==> src/rtl/reg_scoreboard_if.sv <==
`default_nettype none
// ============================================================================
// Module      : reg_scoreboard_if
// Description : Issue, writeback and status bundle for the register scoreboard.
// Revision    : 1.0 - initial release
// ============================================================================
interface reg_scoreboard_if;
    logic        flush;
    logic        stall;
    logic        issue_valid_0;
    logic        issue_valid_1;
    logic        issue_we_0;
    logic        issue_we_1;
    logic [4:0]  issue_rd_0;
    logic [4:0]  issue_rj_0;
    logic [4:0]  issue_rk_0;
    logic [4:0]  issue_rd_1;
    logic [4:0]  issue_rj_1;
    logic [4:0]  issue_rk_1;
    logic        issue_use_rj_0;
    logic        issue_use_rk_0;
    logic        issue_use_rj_1;
    logic        issue_use_rk_1;
    logic        write_en_0;
    logic        write_en_1;
    logic [4:0]  write_addr_0;
    logic [4:0]  write_addr_1;
    logic        grant_0;
    logic        grant_1;
    logic [31:0] busy_mask;
    logic        sb_error;

    modport master (
        output flush, stall,
        output issue_valid_0, issue_valid_1, issue_we_0, issue_we_1,
        output issue_rd_0, issue_rj_0, issue_rk_0, issue_rd_1, issue_rj_1, issue_rk_1,
        output issue_use_rj_0, issue_use_rk_0, issue_use_rj_1, issue_use_rk_1,
        output write_en_0, write_en_1, write_addr_0, write_addr_1,
        input  grant_0, grant_1, busy_mask, sb_error
    );

    modport slave (
        input  flush, stall,
        input  issue_valid_0, issue_valid_1, issue_we_0, issue_we_1,
        input  issue_rd_0, issue_rj_0, issue_rk_0, issue_rd_1, issue_rj_1, issue_rk_1,
        input  issue_use_rj_0, issue_use_rk_0, issue_use_rj_1, issue_use_rk_1,
        input  write_en_0, write_en_1, write_addr_0, write_addr_1,
        output grant_0, grant_1, busy_mask, sb_error
    );
endinterface
`default_nettype wire

==> src/rtl/reg_scoreboard.sv <==
`default_nettype none
// ============================================================================
// Module      : reg_scoreboard
// Description : Dual-issue register scoreboard with 2-bit pending-write counts.
// Revision    : 1.0 - initial release
// ============================================================================
module reg_scoreboard (
    input  wire logic       clk,
    input  wire logic       rst,
    reg_scoreboard_if.slave sb_io
);
    localparam int NREG = 32;

    logic [NREG-1:0][1:0] cnt_view;
    logic [NREG-1:0]      busy_d;
    logic [NREG-1:0]      under;
    logic [31:0]          busy_mask_q;
    logic                 sb_error_q;
    logic                 sb_error_d;
    logic                 grant_0;
    logic                 grant_1;

    function automatic logic [1:0] wb_hits(input logic [4:0] a,
                                           input logic we0, input logic [4:0] wa0,
                                           input logic we1, input logic [4:0] wa1);
        logic h0;
        logic h1;
        h0 = we0 && (wa0 == a) && (a != 5'd0);
        h1 = we1 && (wa1 == a) && (a != 5'd0);
        return {1'b0, h0} + {1'b0, h1};
    endfunction

    // Count left after this cycle's writebacks; capacity checks use it so a
    // retiring write frees a slot for an issue in the same cycle.
    function automatic logic [1:0] eff_cnt(input logic [1:0] c, input logic [1:0] h);
        return (c > h) ? (c - h) : 2'd0;
    endfunction

    function automatic logic src_ready(input logic u, input logic [4:0] a,
                                       input logic [1:0] c, input logic [1:0] h);
        return !u || (a == 5'd0) || (c == 2'd0) || ((c == 2'd1) && (h != 2'd0));
    endfunction

    logic [1:0] h_rj0, h_rk0, h_rj1, h_rk1, h_rd0, h_rd1;
    logic       rdy0, rdy1, sat0, sat1, raw1, same1;

    always_comb begin
        h_rj0 = wb_hits(sb_io.issue_rj_0, sb_io.write_en_0, sb_io.write_addr_0,
                        sb_io.write_en_1, sb_io.write_addr_1);
        h_rk0 = wb_hits(sb_io.issue_rk_0, sb_io.write_en_0, sb_io.write_addr_0,
                        sb_io.write_en_1, sb_io.write_addr_1);
        h_rj1 = wb_hits(sb_io.issue_rj_1, sb_io.write_en_0, sb_io.write_addr_0,
                        sb_io.write_en_1, sb_io.write_addr_1);
        h_rk1 = wb_hits(sb_io.issue_rk_1, sb_io.write_en_0, sb_io.write_addr_0,
                        sb_io.write_en_1, sb_io.write_addr_1);
        h_rd0 = wb_hits(sb_io.issue_rd_0, sb_io.write_en_0, sb_io.write_addr_0,
                        sb_io.write_en_1, sb_io.write_addr_1);
        h_rd1 = wb_hits(sb_io.issue_rd_1, sb_io.write_en_0, sb_io.write_addr_0,
                        sb_io.write_en_1, sb_io.write_addr_1);

        rdy0 = src_ready(sb_io.issue_use_rj_0, sb_io.issue_rj_0, cnt_view[sb_io.issue_rj_0], h_rj0)
            && src_ready(sb_io.issue_use_rk_0, sb_io.issue_rk_0, cnt_view[sb_io.issue_rk_0], h_rk0);
        rdy1 = src_ready(sb_io.issue_use_rj_1, sb_io.issue_rj_1, cnt_view[sb_io.issue_rj_1], h_rj1)
            && src_ready(sb_io.issue_use_rk_1, sb_io.issue_rk_1, cnt_view[sb_io.issue_rk_1], h_rk1);

        sat0 = sb_io.issue_we_0 && (sb_io.issue_rd_0 != 5'd0)
            && (eff_cnt(cnt_view[sb_io.issue_rd_0], h_rd0) == 2'd3);
        sat1 = sb_io.issue_we_1 && (sb_io.issue_rd_1 != 5'd0)
            && (eff_cnt(cnt_view[sb_io.issue_rd_1], h_rd1) == 2'd3);

        raw1 = sb_io.issue_we_0 && (sb_io.issue_rd_0 != 5'd0)
            && ((sb_io.issue_use_rj_1 && (sb_io.issue_rj_1 == sb_io.issue_rd_0))
             || (sb_io.issue_use_rk_1 && (sb_io.issue_rk_1 == sb_io.issue_rd_0)));
        same1 = sb_io.issue_we_0 && sb_io.issue_we_1 && (sb_io.issue_rd_1 != 5'd0)
             && (sb_io.issue_rd_0 == sb_io.issue_rd_1)
             && (eff_cnt(cnt_view[sb_io.issue_rd_1], h_rd1) >= 2'd2);

        grant_0 = sb_io.issue_valid_0 && !sb_io.stall && !sb_io.flush && !rst && rdy0 && !sat0;
        grant_1 = grant_0 && sb_io.issue_valid_1 && rdy1 && !sat1 && !raw1 && !same1;
    end

    assign cnt_view[0] = 2'b00;
    assign busy_d[0]   = 1'b0;
    assign under[0]    = 1'b0;

    for (genvar gi = 1; gi < NREG; gi++) begin : g_cnt
        localparam logic [4:0] IDX = 5'(gi);
        logic [1:0] cnt_q;
        logic [1:0] cnt_d;
        logic [2:0] add;
        logic [2:0] sub;
        logic [2:0] sum;
        logic [2:0] diff;
        logic       und;

        // Flush discards the whole cycle, including writebacks, so it cannot flag underflow.
        always_comb begin
            add   = 3'(grant_0 && sb_io.issue_we_0 && (sb_io.issue_rd_0 == IDX))
                  + 3'(grant_1 && sb_io.issue_we_1 && (sb_io.issue_rd_1 == IDX));
            sub   = 3'(sb_io.write_en_0 && (sb_io.write_addr_0 == IDX))
                  + 3'(sb_io.write_en_1 && (sb_io.write_addr_1 == IDX));
            sum   = {1'b0, cnt_q} + add;
            diff  = sum - sub;
            und   = 1'b0;
            cnt_d = diff[1:0];
            if (sb_io.flush) begin
                cnt_d = 2'b00;
            end else if (sum < sub) begin
                cnt_d = 2'b00;
                und   = 1'b1;
            end
        end

        always_ff @(posedge clk) begin
            if (rst) begin
                cnt_q <= 2'b00;
            end else begin
                cnt_q <= cnt_d;
            end
        end

        assign cnt_view[gi] = cnt_q;
        assign busy_d[gi]   = (cnt_d != 2'b00);
        assign under[gi]    = und;
    end

    assign sb_error_d = sb_error_q | (|under);

    always_ff @(posedge clk) begin
        if (rst) begin
            busy_mask_q <= '0;
            sb_error_q  <= 1'b0;
        end else begin
            busy_mask_q <= busy_d;
            sb_error_q  <= sb_error_d;
        end
    end

    assign sb_io.grant_0   = grant_0;
    assign sb_io.grant_1   = grant_1;
    assign sb_io.busy_mask = busy_mask_q;
    assign sb_io.sb_error  = sb_error_q;
endmodule
`default_nettype wire

==> src/flat_wrapper.sv <==
// flat-port wrapper written by rule: the top's interface ports become plain ports
module reg_scoreboard_flat 
  (clk, rst, sb_io_flush, sb_io_stall, sb_io_issue_valid_0, sb_io_issue_valid_1, sb_io_issue_we_0, sb_io_issue_we_1, sb_io_issue_rd_0, sb_io_issue_rj_0, sb_io_issue_rk_0, sb_io_issue_rd_1, sb_io_issue_rj_1, sb_io_issue_rk_1, sb_io_issue_use_rj_0, sb_io_issue_use_rk_0, sb_io_issue_use_rj_1, sb_io_issue_use_rk_1, sb_io_write_en_0, sb_io_write_en_1, sb_io_write_addr_0, sb_io_write_addr_1, sb_io_grant_0, sb_io_grant_1, sb_io_busy_mask, sb_io_sb_error);
  reg_scoreboard_if sb_io_i ();
  input  wire logic clk;
  input  wire logic rst;
  input wire logic [$bits(sb_io_i.flush)-1:0] sb_io_flush;
  input wire logic [$bits(sb_io_i.stall)-1:0] sb_io_stall;
  input wire logic [$bits(sb_io_i.issue_valid_0)-1:0] sb_io_issue_valid_0;
  input wire logic [$bits(sb_io_i.issue_valid_1)-1:0] sb_io_issue_valid_1;
  input wire logic [$bits(sb_io_i.issue_we_0)-1:0] sb_io_issue_we_0;
  input wire logic [$bits(sb_io_i.issue_we_1)-1:0] sb_io_issue_we_1;
  input wire logic [$bits(sb_io_i.issue_rd_0)-1:0] sb_io_issue_rd_0;
  input wire logic [$bits(sb_io_i.issue_rj_0)-1:0] sb_io_issue_rj_0;
  input wire logic [$bits(sb_io_i.issue_rk_0)-1:0] sb_io_issue_rk_0;
  input wire logic [$bits(sb_io_i.issue_rd_1)-1:0] sb_io_issue_rd_1;
  input wire logic [$bits(sb_io_i.issue_rj_1)-1:0] sb_io_issue_rj_1;
  input wire logic [$bits(sb_io_i.issue_rk_1)-1:0] sb_io_issue_rk_1;
  input wire logic [$bits(sb_io_i.issue_use_rj_0)-1:0] sb_io_issue_use_rj_0;
  input wire logic [$bits(sb_io_i.issue_use_rk_0)-1:0] sb_io_issue_use_rk_0;
  input wire logic [$bits(sb_io_i.issue_use_rj_1)-1:0] sb_io_issue_use_rj_1;
  input wire logic [$bits(sb_io_i.issue_use_rk_1)-1:0] sb_io_issue_use_rk_1;
  input wire logic [$bits(sb_io_i.write_en_0)-1:0] sb_io_write_en_0;
  input wire logic [$bits(sb_io_i.write_en_1)-1:0] sb_io_write_en_1;
  input wire logic [$bits(sb_io_i.write_addr_0)-1:0] sb_io_write_addr_0;
  input wire logic [$bits(sb_io_i.write_addr_1)-1:0] sb_io_write_addr_1;
  output wire logic [$bits(sb_io_i.grant_0)-1:0] sb_io_grant_0;
  output wire logic [$bits(sb_io_i.grant_1)-1:0] sb_io_grant_1;
  output wire logic [$bits(sb_io_i.busy_mask)-1:0] sb_io_busy_mask;
  output wire logic [$bits(sb_io_i.sb_error)-1:0] sb_io_sb_error;
  assign sb_io_i.flush = sb_io_flush;
  assign sb_io_i.stall = sb_io_stall;
  assign sb_io_i.issue_valid_0 = sb_io_issue_valid_0;
  assign sb_io_i.issue_valid_1 = sb_io_issue_valid_1;
  assign sb_io_i.issue_we_0 = sb_io_issue_we_0;
  assign sb_io_i.issue_we_1 = sb_io_issue_we_1;
  assign sb_io_i.issue_rd_0 = sb_io_issue_rd_0;
  assign sb_io_i.issue_rj_0 = sb_io_issue_rj_0;
  assign sb_io_i.issue_rk_0 = sb_io_issue_rk_0;
  assign sb_io_i.issue_rd_1 = sb_io_issue_rd_1;
  assign sb_io_i.issue_rj_1 = sb_io_issue_rj_1;
  assign sb_io_i.issue_rk_1 = sb_io_issue_rk_1;
  assign sb_io_i.issue_use_rj_0 = sb_io_issue_use_rj_0;
  assign sb_io_i.issue_use_rk_0 = sb_io_issue_use_rk_0;
  assign sb_io_i.issue_use_rj_1 = sb_io_issue_use_rj_1;
  assign sb_io_i.issue_use_rk_1 = sb_io_issue_use_rk_1;
  assign sb_io_i.write_en_0 = sb_io_write_en_0;
  assign sb_io_i.write_en_1 = sb_io_write_en_1;
  assign sb_io_i.write_addr_0 = sb_io_write_addr_0;
  assign sb_io_i.write_addr_1 = sb_io_write_addr_1;
  assign sb_io_grant_0 = sb_io_i.grant_0;
  assign sb_io_grant_1 = sb_io_i.grant_1;
  assign sb_io_busy_mask = sb_io_i.busy_mask;
  assign sb_io_sb_error = sb_io_i.sb_error;
  reg_scoreboard u_core (.clk(clk), .rst(rst), .sb_io(sb_io_i));
endmodule
==> config.mk <==
export PLATFORM = sky130hd
export DESIGN_NAME = reg_scoreboard_flat
export DESIGN_NICKNAME = d
export VERILOG_FILES = /design/src/rtl/reg_scoreboard_if.sv /design/src/rtl/reg_scoreboard.sv /design/src/flat_wrapper.sv
export SDC_FILE = /design/constraint.sdc
export NUM_CORES = 1
export LEC_CHECK = 0
export ABC_AREA = 0
export BUFFER_PORTS_ARGS = -buffer_cell sky130_fd_sc_hd__buf_2
export CAP_MARGIN = 15
export CELL_PAD_IN_SITES_DETAIL_PLACEMENT = 1
export CELL_PAD_IN_SITES_GLOBAL_PLACEMENT = 1
export CORE_MARGIN = 3
export CORE_UTILIZATION = 49
export DETAILED_ROUTE_END_ITERATION = 8
export GPL_TIMING_DRIVEN = 0
export PLACE_DENSITY = 0.85
export SYNTH_ARGS = -nofsm -noshare
export SYNTH_HDL_FRONTEND = slang
export SYNTH_SLANG_ARGS = --single-unit
==> constraint.sdc <==
create_clock -name clk -period 6.85 [get_ports clk]
set_clock_uncertainty 0.05 [all_clocks]
set_input_delay 0.3425 -clock clk [delete_from_list [all_inputs] [get_ports clk]]
set_output_delay 0.3425 -clock clk [all_outputs]
set_load 0.005 [all_outputs]
After elaboration in Yosys (flattened, before gate mapping)
Cells that the tools add are included.
{ "totals": {"regBits": 95, "inputBits": 54, "out_inout_bits": 35, "elab_cells": 741} }
{ "classes": {"add_sub_neg": 132, "n_lt_le_gt_ge": 40, "n_eq_ne": 145, "mux": 138, "n_bitwise": 1, "reduce_logical": 251} }
{ "op_table": {"columns": ["operator", "count"], "rows": [
  ["$eq A5 B5 Y1 const B", 64],
  ["$logic_and A1 B1 Y1", 177],
  ["$eq A5 B4 Y1 const B", 32],
  ["$mux W2", 70],
  ["$add A1 B1 Y2", 68],
  ["$add A2 B2 Y3", 31],
  ["$lt A3 B2 Y1", 31],
  ["$eq A5 B3 Y1 const B", 16],
  ["$eq A5 B5 Y1", 15],
  ["$reduce_bool A2 Y1", 35],
  ["$sub A2 B2 Y2", 33],
  ["$mux W1", 62],
  ["$bmux W2 S5", 6],
  ["$eq A5 B2 Y1 const B", 8],
  ["$lt A5 B6 Y1 const B", 6],
  ["$reduce_or A31 Y1", 1],
  ["$reduce_bool A5 Y1", 6],
  ["$eq A5 B1 Y1 const B", 4],
  ["$logic_not A5 Y1", 4],
  ["$logic_or A1 B1 Y1", 13],
  ["$logic_not A1 Y1", 11],
  ["$eq A2 B1 Y1 const B", 4],
  ["$logic_not A2 Y1", 4],
  ["$eq A2 B2 Y1 const B", 2],
  ["3 further kinds", 4]
]} }

Longest topological paths before layout
{ "logic_depth": {"depth_word": 24, "ltp_mapped": 25, "mapped_depth_nobuf": 22} }

Worst setup path before layout
Ideal clock, no wire load.
{ "synth_timing": {"path_kind": "input -> register", "startpoint": "in sb_io_issue_rd_0[0]", "endpoint": "reg u_core.sb_error_q (netlist: u_core.sb_io.sb_error)", "setup_ns": 0.118, "arrival_time_ns": 6.142, "required_time_ns": 6.682, "slack_ns": 0.540, "stages": 22, "path_buffers": 5, "path_cell_list": "clkbuf_1 -> clkbuf_1 -> clkbuf_1 -> mux4_2 -> mux4_2 -> mux2i_1 -> ha_1 -> fa_1 -> o41a_1 -> nand4_1 -> a311o_1 -> buf_2 -> buf_2 -> nor3_1 -> fa_1 -> fa_1 -> nor3b_1 -> nor2_1 -> nor4_1 -> nand4_1 -> o21bai_1 -> a21oi_1"} }
{ "synth_between": {"elab_chain_len": 24, "elab_cells_between_ends": 286, "cone_classes": "64 x add/sub; 32 x order compare; 37 x eq/ne; 65 x mux; 1 x bitwise; 87 x reduce/logical"} }
{ "synth_lines": {"columns": ["item", "line_no", "source"], "rows": [
  ["start, declared", "flat_wrapper.sv:13", "input wire logic [$bits(sb_io_i.issue_rd_0)-1:0] sb_io_issue_rd_0;"],
  ["parallel branches: the longest is 22 deep, another holds $sub A2 B2 Y2", null, null],
  ["$reduce_or A31 Y1 (*)", "reg_scoreboard.sv:127", "assign sb_error_d = sb_error_q | (|under);"],
  ["$or A1 B1 Y1 (*)", "reg_scoreboard.sv:127", null],
  ["end signal, assigned", "reg_scoreboard.sv:135", "sb_error_q <= sb_error_d;"],
  ["end, declared", "reg_scoreboard.sv:18", "logic sb_error_q;"]
]} }
Every way passes the cells marked *. The select of a mux whose other input is x is not followed.
A chain may end at the register's enable or synchronous reset.

Final worst setup path
Same ends and word-level chain as after synthesis.

==> impl_metrics.yaml <==
setup_path:
  critical_path.top_delay_family: "adder cells"
  slowest_delay_ns: 0.58
  critPathKind: "in2reg"
  crit_chain: "buf_2 > buf_6 > clkbuf_4 > mux4_2 > mux4_2 > mux2i_1 > ha_1 > fa_1 > o41a_1 > nand4_1 > a311o_1 > buf_2 > buf_2 > nor3_1 > fa_1 > fa_1 > nor3b_1 > nor2_1 > nor4_4 > nand4_1 > o21bai_1 > a21oi_1"
  worst_ep_required_time_ns: 7.06
  cp_slowest_cell: "fa_1"
  path_max_fanout: 10
  worst_setup_path_end_kind: "register"
  path_buf_inv: 5
  critPathLaunchType: "primary input"
  crit_arrival_ns: 6.87
  rrSetupSlack_ns: 0.46
pwr:
  switching_share_pct: 33.0
  pwr_density_cell_mw_per_mm2: 115
  comb_power_share_pct: 22.1
  clockPowerShare_pct: 38.4
  p_leak_nw: 5.12
  seqPwrFrac_pct: 39.5
  internal-power_w: 0.000944
  switchingPower_w: 0.000465
  vdd_drop_max_uv: 97.7
routing:
  drc: 0
  drt_wl_total_um: 45400
  vias: 10600
  firstDrtPassIters: 5
  drtIter0Drc: 1423
  viasPerCell: 6.98
  wl_per_cell_um: 30.0
  postRouteAntennaNets: 0
grt:
  grt_pass1_wl_um: 68600
  grt_max_degree: 17
  grt-ovfl-total: 0
  antenna_found_initial: 1
  grt_pass1_vias: 11600
  grt_use_total_pct: 37.2
clocking:
  insertion_delay_ns: 0.37
  numCtsBuffers: 9
  cts_root_buffer: "clkbuf_16"
  cts_hold_buf: 0
  cts_tree: "built"
  htree_levels: 3
  clockBufferDepth: 2
  postCtsSetupBuffers: 0
  clk_pin_slew_ns: 0.07
  clock_sinks: 94
cells_and_area:
  finish.utilization_pct: 55.1
  final_nets: 1445
  drive_gt1_share_pct: 20.7
  diodes: 0
  area_growth_pct: 9.01
  fin_area_mm2: 0.0122
  final_cells: 1514
sta:
  rsz0062_at_grt: "no"
  fin_crit_sh_pct: 97.2
  setup_viol: 0
  maxSlewHeadroom_pct: 33.9
  fin_crit_ns: 6.66
  layout_setup_ws_ns: 0.190
  hold_viol: 0
  fmax_mhz: 150
  tightest_slew_ns: 0.983
  hold_slack_ns: 0.108
  slew_violations: 0
place:
  port_buffers: 61
  pre_cts_ws_ns: -1.39
  dpl.cell_count: 1498
  globalplace.congestion: 1.05
  dp.final_hpwl_um: 34200
  placed_cell_area_mm2: 0.0118
run:
  timing.max_cap.violations: 0
die:
  die_h_um: 157
  rows: 54
  dieArea_mm2: 0.0247
  die_x_um: 157
  start_util_pct: 50.5
  num_io_pins: 89
  coreArea_mm2: 0.0222
logic_synthesis:
  synth_fp_nets: 1373
  synthFlopType: "dfxtp_1"
  synth-seq-area-share_pct: 16.8
  synth-seq-cells: 94
  syn_inst: 1157
  yosys_warnings: 0
  synthesis.area_mm2: 0.0112
  synth_edf_count: 0
  yosysUniqueCellTypes: 60
  syn_avg_cell_area_um2: 9.67
  synthArstFlopShare_pct: 0
status:
  status: "finished clean"
hold_path:
  hp-class: "in2reg"
==> sequential cells by signal, indices dropped and copies added (netlist names) <==
name	flops
u_core.sb_io.sb_error	1
u_core.sb_io.busy_mask	31
u_core.g_cnt.cnt_q	62
==> kinds of logic after synthesis <==
logic type | Yosys count | share of synthesized area (%)
compound gates | 64 | 3.99
xor+xnor | 102 | 7.98
fa+ha+maj | 162 | 22.4
buf+inv | 165 | 5.88
flops | 94 | 16.8
mux | 131 | 22.2
other cells | 1 | 0.0335
simple gates | 438 | 20.7
==> cells in the mapped netlist, types with 2 or more instances <==
library cell	instances	share of area (%)
a221oi_1	5	0.39
a22o_1	3	0.23
nand2b_1	11	0.61
clkbuf_1	59	2.0
o41ai_1	3	0.23
and3_1	31	1.7
dfxtp_1	94	17
buf_1	17	0.57
or4_1	2	0.13
fa_1	64	11
nor3b_1	25	1.7
a221o_1	2	0.18
a31oi_1	2	0.11
nor3_2	8	0.72
and2_1	2	0.11
nand4_1	15	0.84
ha_1	98	11
o21a_1	2	0.13
nand3_1	24	1.1
a21oi_1	21	0.94
a211o_1	2	0.16
and4_1	3	0.23
mux2i_1	25	2.2
a211oi_1	2	0.13
nor2b_1	19	1.1
a2111oi_0	2	0.16
or2_2	35	2.0
xor2_1	36	2.8
buf_6	3	0.30
mux2_2	14	1.4
inv_1	75	2.5
nor2_1	111	3.7
o21ai_0	4	0.18
o31ai_1	3	0.20
xnor2_1	66	5.2
buf_2	10	0.45
nand2_1	37	1.2
mux4_2	92	19
o22ai_1	3	0.17
nor4_1	15	0.84
nor3_1	93	4.2
==> cell usage in the layout, fill, tap and decap left out, types with 21 or more instances in the layout <==
cell type,synthesis,final
buf_2,10,73
or2_2,35,35
nand2_1,37,37
dfxtp_1,94,94
inv_1,75,75
a21oi_1,21,21
ha_1,98,98
mux4_2,92,92
and3_1,31,31
nor3b_1,25,24
fa_1,64,64
nor3_1,93,93
xor2_1,36,36
nand3_1,24,24
xnor2_1,66,66
clkbuf_1,59,53
mux2i_1,25,25
nor2_1,111,111
==> per-stage QoR <==
stage               setup TNS, ns  total power [W]
floorplan                       0         0.000764
global placement           -13.30         0.000852
detailed placement         -21.62         0.000864
CTS                             0          0.00140
global route                    0          0.00145
finish                          0          0.00141
==> power by group through the flow <==
stage | Sequential, W | Clock [W] | Combinational (W)
2_1_floorplan | 0.000567 | 0 | 0.000197
3_3_place_gp | 0.000569 | 0 | 0.000283
3_5_place_dp | 0.000569 | 0 | 0.000294
4_1_cts | 0.000557 | 0.000540 | 0.000299
5_1_grt | 0.000557 | 0.000567 | 0.000326
6_report | 0.000557 | 0.000540 | 0.000311
==> layer usage <==
layer / GRT usage (%) / wire (um) / up-vias
li1: - / - / 4241
met1: 44.4 / 15400 / 5180
met2: 58.9 / 20700 / 848
met3: 9.60 / 5790 / 294
met4: 26.0 / 3450 / 0
met5: 0 / 0 / -
==> layout make-up <==
type | count | area, um^2
flip-flops and latches | 94 | 1880
clock buffers | 10 | 229
inverters | 75 | 282
repair buffers | 61 | 305
clock inverters | 6 | 67.6
plain buffers | 90 | 400
fillers | 2528 | 9960
well taps | 280 | 350
multi-input cells | 898 | 8690
==> repair_timing <==
action / 4_1_cts / 5_1_grt
endpoints found under the setup margin: 24 / 1
gates cloned: 0 / 0
gates resized for setup: 10 / 17
==> path summary, 6_finish.rpt <==
path / startpoint / endpoint / cells after the start
min reg2reg: u_core.sb_io.sb_error / u_core.sb_io.sb_error / 2
max: sb_io_issue_rd_0[0] / u_core.sb_io.sb_error / 22
min: rst / u_core.sb_io.sb_error / 2
max reg2reg: u_core.g_cnt[31].cnt_q[1] / u_core.sb_io.sb_error / 19
Note: power is estimated with default switching activity, not from simulation.
